## src/rtl/puf_challenge_sequencer.sv

```systemverilog
// Sweeps PUF challenges 0..15. Each challenge is reset, settled, sampled
// NUM_VOTES times and majority-voted per bit, then handed out on a valid/ready port.
module puf_challenge_sequencer #(
    parameter int unsigned SETTLE_CYCLES = 8,
    parameter int unsigned NUM_VOTES     = 5
) (
    input  logic       clk,
    input  logic       rst_n,
    input  logic       start,
    input  logic       abort,
    output logic       puf_reset,
    output logic       puf_start,
    output logic [3:0] puf_addr,
    input  logic [7:0] puf_out,
    output logic       rsp_valid,
    input  logic       rsp_ready,
    output logic [3:0] rsp_addr,
    output logic [7:0] rsp_data,
    output logic       busy,
    output logic       done
);

    typedef enum logic [2:0] {IDLE, PRESET, SETTLE, SAMPLE, EMIT} state_e;

    localparam logic [7:0] SETTLE_LAST = 8'(SETTLE_CYCLES - 1);
    localparam logic [7:0] VOTE_LAST   = 8'(NUM_VOTES - 1);
    localparam logic [3:0] HALF        = 4'(NUM_VOTES / 2);

    state_e          state_q, state_d;
    logic [3:0]      addr_q, addr_d;
    logic [7:0]      cnt_q, cnt_d;
    logic [7:0][3:0] ones_q, ones_d;
    logic            done_q, done_d;
    logic            kill_q, kill_d;
    logic [7:0]      vote;

    for (genvar i = 0; i < 8; i++) begin : g_vote
        assign vote[i] = (ones_q[i] > HALF);
    end

    always_ff @(posedge clk or negedge rst_n) begin
        if (!rst_n) begin
            state_q <= IDLE;
            addr_q  <= '0;
            cnt_q   <= '0;
            ones_q  <= '0;
            done_q  <= 1'b0;
            kill_q  <= 1'b0;
        end else begin
            state_q <= state_d;
            addr_q  <= addr_d;
            cnt_q   <= cnt_d;
            ones_q  <= ones_d;
            done_q  <= done_d;
            kill_q  <= kill_d;
        end
    end

    always_comb begin
        state_d = state_q;
        addr_d  = addr_q;
        cnt_d   = cnt_q;
        ones_d  = ones_q;
        done_d  = 1'b0;
        kill_d  = 1'b0;
        case (state_q)
            IDLE: begin
                if (start && !abort) begin
                    addr_d  = '0;
                    cnt_d   = '0;
                    ones_d  = '0;
                    state_d = PRESET;
                end
            end
            PRESET: begin
                cnt_d   = '0;
                state_d = SETTLE;
            end
            SETTLE: begin
                if (cnt_q == SETTLE_LAST) begin
                    cnt_d   = '0;
                    state_d = SAMPLE;
                end else begin
                    cnt_d = cnt_q + 8'd1;
                end
            end
            SAMPLE: begin
                for (int i = 0; i < 8; i++) begin
                    ones_d[i] = ones_q[i] + {3'b000, puf_out[i]};
                end
                if (cnt_q == VOTE_LAST) begin
                    cnt_d   = '0;
                    state_d = EMIT;
                end else begin
                    cnt_d = cnt_q + 8'd1;
                end
            end
            EMIT: begin
                if (rsp_ready) begin
                    ones_d = '0;
                    if (addr_q == 4'hF) begin
                        done_d  = 1'b1;
                        state_d = IDLE;
                    end else begin
                        addr_d  = addr_q + 4'd1;
                        state_d = PRESET;
                    end
                end
            end
            default: state_d = IDLE;
        endcase
        // Abort overrides everything, including a transfer in the same cycle.
        if (abort && state_q != IDLE) begin
            state_d = IDLE;
            cnt_d   = '0;
            ones_d  = '0;
            done_d  = 1'b0;
            kill_d  = 1'b1;
        end
    end

    assign busy      = (state_q != IDLE);
    assign puf_reset = (state_q == PRESET) || kill_q;
    assign puf_start = (state_q == SETTLE) || (state_q == SAMPLE);
    assign puf_addr  = addr_q;
    assign rsp_valid = (state_q == EMIT);
    assign rsp_addr  = addr_q;
    assign rsp_data  = (state_q == EMIT) ? vote : 8'h00;
    assign done      = done_q;

endmodule
```

## config.mk

```make
export PLATFORM = sky130hd
export DESIGN_NAME = puf_challenge_sequencer
export DESIGN_NICKNAME = d
export VERILOG_FILES = /design/src/rtl/puf_challenge_sequencer.sv
export SDC_FILE = /design/constraint.sdc
export NUM_CORES = 1
export LEC_CHECK = 0
export CAP_MARGIN = 20
export CORE_ASPECT_RATIO = 1.75
export CORE_UTILIZATION = 65
export CTS_BUF_LIST = sky130_fd_sc_hd__clkbuf_4
export CTS_CLUSTER_DIAMETER = 50
export DETAILED_ROUTE_END_ITERATION = 8
export DONT_BUFFER_PORTS = 1
export HOLD_SLACK_MARGIN = 0.08
export PLACE_DENSITY = 0.81
export REMOVE_ABC_BUFFERS = 1
export SLEW_MARGIN = 20
export SYNTH_ARGS = -nofsm -noshare
export SYNTH_HDL_FRONTEND = slang
export SYNTH_SLANG_ARGS = --single-unit
```

## constraint.sdc

```tcl
create_clock -name clk -period 3.3 [get_ports clk]
set_input_delay 0.66 -clock clk [delete_from_list [all_inputs] [get_ports clk]]
set_output_delay 0.66 -clock clk [all_outputs]
set_load 0.03 [all_outputs]
```

---- Word-level counts from Yosys, hierarchy flattened ----
Index checks and enable logic that the tools add are counted.
word-level totals
  register bits ........................... 49
  input bits .............................. 13
  output and inout port bits .............. 21
  logic and storage cells ................. 85
operators by class
  add/sub/neg operators ................... 10
  magnitude comparators ................... 8
  equal/unequal tests ..................... 14
  muxes and demuxes ....................... 26
  reductions and logical operators ........ 14
operator list
  cell                 number
  $mux 32              3
  $pmux 32 s3          1
  $mux 8               5
  $add 4x1->4          8
  $gt 4x2->1 const B   8
  $pmux 8 s4           1
  $eq 8x3->1 const B   2
  $mux 3               5
  $pmux 3 s5           1
  $mux 4               3
  $ne 3x3->1 const B   3
  $add 8x1->8 const B  1
  $pmux 4 s2           1
  $reduce_and 4->1     2
  $eq 3x2->1 const B   2
  $mux 1               6
  $reduce_bool 5->1    1
  $add 4x1->4 const B  1
  $eq 4x4->1 const B   1
  $ne 2x2->1 const B   2
  $reduce_bool 4->1    1
  $eq 3x1->1 const B   1
  $eq 3x3->1 const B   1
  $logic_not 3->1      1
  other kinds (9)      11

---- Logic depth before layout (Yosys ltp) ----
  word-level depth ........................ 5
  mapped depth ............................ 6
  gate-level depth less buffers ........... 6

---- Worst setup path after synthesis ----
OpenSTA, ideal clock, no wires.
  path type ............................... reg-to-output
  start point ............................. register state_q[0]
  end point ............................... output port rsp_data[0]
  arrival ................................. 1,609 ps
  required time ........................... 2,640 ps
  slack ................................... 1,031 ps
  stages on the path, launching flop included .. 5
  buffers on the path ..................... 2
  cell sequence ........................... dfrtp_1 > clkbuf_1 > or3b_1 > buf_2 > nor2_1
between the ends
  cells in the longest elaborated chain, start to end .. 2
ends and longest elaborated chain
  item                      line  source
  start: declaration        29    state_e state_q, state_d;
  start signal: assignment  50    state_q <= state_d;
  $eq 3x3->1                128   assign rsp_data = (state_q == EMIT) ? vote : 8'h00;
  $mux 8                    128
  end: declaration          18    output logic [7:0] rsp_data,
No other way between the ends.

---- Worst setup path in the final report ----
  start point ............................. register state_q[2]
  end point ............................... output port rsp_data[3]
Same word-level chain as after synthesis.

==> results_dict.tcl <==
set metrics [dict create \
    finalSetupViolCount 0 \
    antenna_found_initial 0 \
    cts_sinks 49 \
    final_cell_area_um2 2790 \
    vias_per_cell 6.45 \
    ant_nets 0 \
    final_common_cell "dfrtp_1" \
    grt_pass1_wl_mm 8.27 \
    slew_headroom_pct 44.6 \
    cts_setup_buffers 0 \
    core_um2 3940 \
    numCtsBuffers 5 \
    intPower_uw 884 \
    tritoncts "built" \
    antenna_cells 0 \
    via_count 1908 \
    fin_tns_setup_ps 0 \
    reg2reg_to "puf_addr[3]" \
    clkLatencyLatePin_ps 340 \
    worstPathCellList "or3b_1, nor2_1" \
    synth-edff-count 0 \
    fillers 314 \
    cts_max_level 2 \
    slew_viol_final 0 \
    path_max_fanout 12 \
    combinationalPowerShare_pct 28.9 \
    crit_slowest_cell "or3b_1" \
    yosysWarningCount 0 \
    final_cell_mix "dfrtp_1 (49), a22o_1 (25), ha_1 (20)" \
    fp.dieH_um 87.9 \
    cap_violations 0 \
    cpPeakStageDelay_ps 610 \
    die_area_um2 4490 \
    dp_hpwl_mm 3.32 \
    post-place-ws_ps 926 \
    path_clk_slew_ps 130 \
    regArea_um2 1230 \
    grt_max_degree 50 \
    syn_area_per_cell_um2 10.8 \
    grt_usage_pct 24.1 \
    area_growth_pct 1.92 \
    ir_drop_mv 0.405 \
    clock_skew_ps 8.98 \
    r2r-start "puf_addr[0]" \
    port_buffers 0 \
    p_sw_share_pct 36.6 \
    worst_slack_ps 542 \
    crit_required_ps 2640 \
    hold_viol 0 \
    nNetsFinal 281 \
    grt_overflow 0 \
    worst_pin_slew_ps 831 \
    cellPowerDensity_nw_per_um2 499 \
    ys_ff_latch 49 \
    worstSetupPathType "flop to output port" \
    p_switching_uw 510 \
    crit_path_end_kind "output port" \
    drtIter0Drc 62 \
    ys_async_sr_fraction_pct 100 \
    firstDrtPassIters 4 \
    syn-instance-count 254 \
    synth_ff_type "dfrtp_1" \
    p_seq_share_pct 52.8 \
    synth-seq-area-share_pct 44.7 \
    hold_path.class "input pin to asynchronous set/reset pin" \
    ios 34 \
    placed_area_um2 2720 \
    clock.fmax_mhz 363 \
    worstPathArrival_ps 2100 \
    fin_crit_ps 2760 \
    place_congestion 0.781 \
    grt_setup_unrepaired "no" \
    final_cells 296 \
    ctsRootBufferMaster "clkbuf_4" \
    whs_ps 142 \
    yosysTopAreaCellShare_pct 44.7 \
    cts_buffer_depth 2 \
    p_clk_share_pct 18.3 \
    post-route-drc-count 0 \
    synth_area_um2 2740 \
    r2r_slack_ps 1120 \
    placed_cells 288 \
    die_x_um 51.1 \
    synth_top_cells_by_area "dfrtp_1 (45%), ha_1 (9.1%), a22o_1 (8.0%), nand3_1 (2.7%), nor3b_1 (2.7%)" \
    multi_input_area_um2 1390 \
    cp-start-kind "flop" \
    status "finished clean" \
    initial_core_util_pct 69.5 \
    synth_area_leader_cell "dfrtp_1" \
    rows 30 \
    routed_wirelength_mm 4.79 \
    min_period_over_period_pct 83.6 \
    drive_gt1_share_pct 8.06 \
    post_drt_wl_per_cell_um 16.2 \
    r2r_cells 5 \
    grt_pass1_vias 1907 \
    ys_types 50 \
    p_leak_uw 0.00132 \
]
-- kinds of logic (layout without fill, tap and decap cells) --
kind of cell               after synthesis  in the layout  share of synthesized area [%]
adders and majority gates               20             20                           9.13
buffers and inverters                   22             16                           4.43
xor gates and xnor gates                 8              8                           2.56
muxes                                    1              1                          0.411
DFF                                     49             49                           44.7
AOI/OAI and AO/OA                       75             75                           22.2
and+or+nand+nor                         79             79                           16.5
-- cell type report --
cell class / count / area share (%)
multi-input cells: 183 / 49.9
flip-flops and latches: 49 / 43.9
well taps: 48 / 2.15
clock buffers: 6 / 1.61
repair buffers: 3 / 1.52
inverters: 6 / 0.806
clock inverters: 1 / 0.134
-- timing repair --
item,CTS,global route
hold endpoints to repair,49,0
hold buffers,1,0
gates resized for setup,0,0
setup endpoints to repair,0,0
-- state kept, by name, indices dropped and copies added (netlist names) --
signal and cells:
cnt_q 8, done 1, kill_q 1, ones_q 32, puf_addr 4, state_q 3
-- per-layer routing --
metal	wire, um	GRT usage (%)	vias up
met4	51	6.06	0
met2	2560	45.5	25
met1	2040	27.2	943
met5	0	0	-
met3	138	4.34	5
li1	-	-	935
-- worst max-delay path: cells and delay by family, from the launching register on --
kind	cells	cell delay (ps)
and+or+nand+nor	2	1150
DFF	1	590
-- synth_stat cells (all sizes together) (2+ instances only) --
master	count
dfrtp	49
a22o	25
ha	20
nor2	16
nand3	15
buf	14
nand2	14
nor3b	11
o21ai	11
a211oi	9
xnor2	8
a211o	7
inv	6
a21oi	5
o31ai	4
and3	3
o21ba	3
a21o	2
and2	2
and4	2
clkbuf	2
nand2b	2
nand4	2
nor3	2
o311ai	2
or3b	2
-- power by group through the flow --
| stage | logic [uW] | registers (uW) | clock network, uW |
|---|---|---|---|
| after detailed placement | 393 | 748 | 0 |
| final | 403 | 736 | 255 |
| after global placement | 389 | 742 | 0 |
| after floorplan | 311 | 728 | 0 |
| after global routing | 452 | 749 | 285 |
| after CTS | 411 | 735 | 268 |
-- through the flow --
stage | utilization, % | total power (uW)
CTS | 70.9 | 1410
detailed placement | 68.9 | 1140
floorplan | - | 1040
global route | 70.9 | 1490
global placement | 68.9 | 1130
finish | 70.9 | 1390
-- how the worst max path moves through the flow --
stage	startpoint	slack, ps	cells after the start	endpoint
after floorplan	state_q[0]	1150	2	rsp_data[0]
after global placement	state_q[0]	960	2	rsp_data[1]
after detailed placement	state_q[0]	930	2	rsp_data[3]
after CTS	state_q[2]	520	2	rsp_data[3]
after global routing	state_q[0]	410	2	rsp_data[0]
final	state_q[2]	540	2	rsp_data[3]
Power figures use the tool's default switching activity.
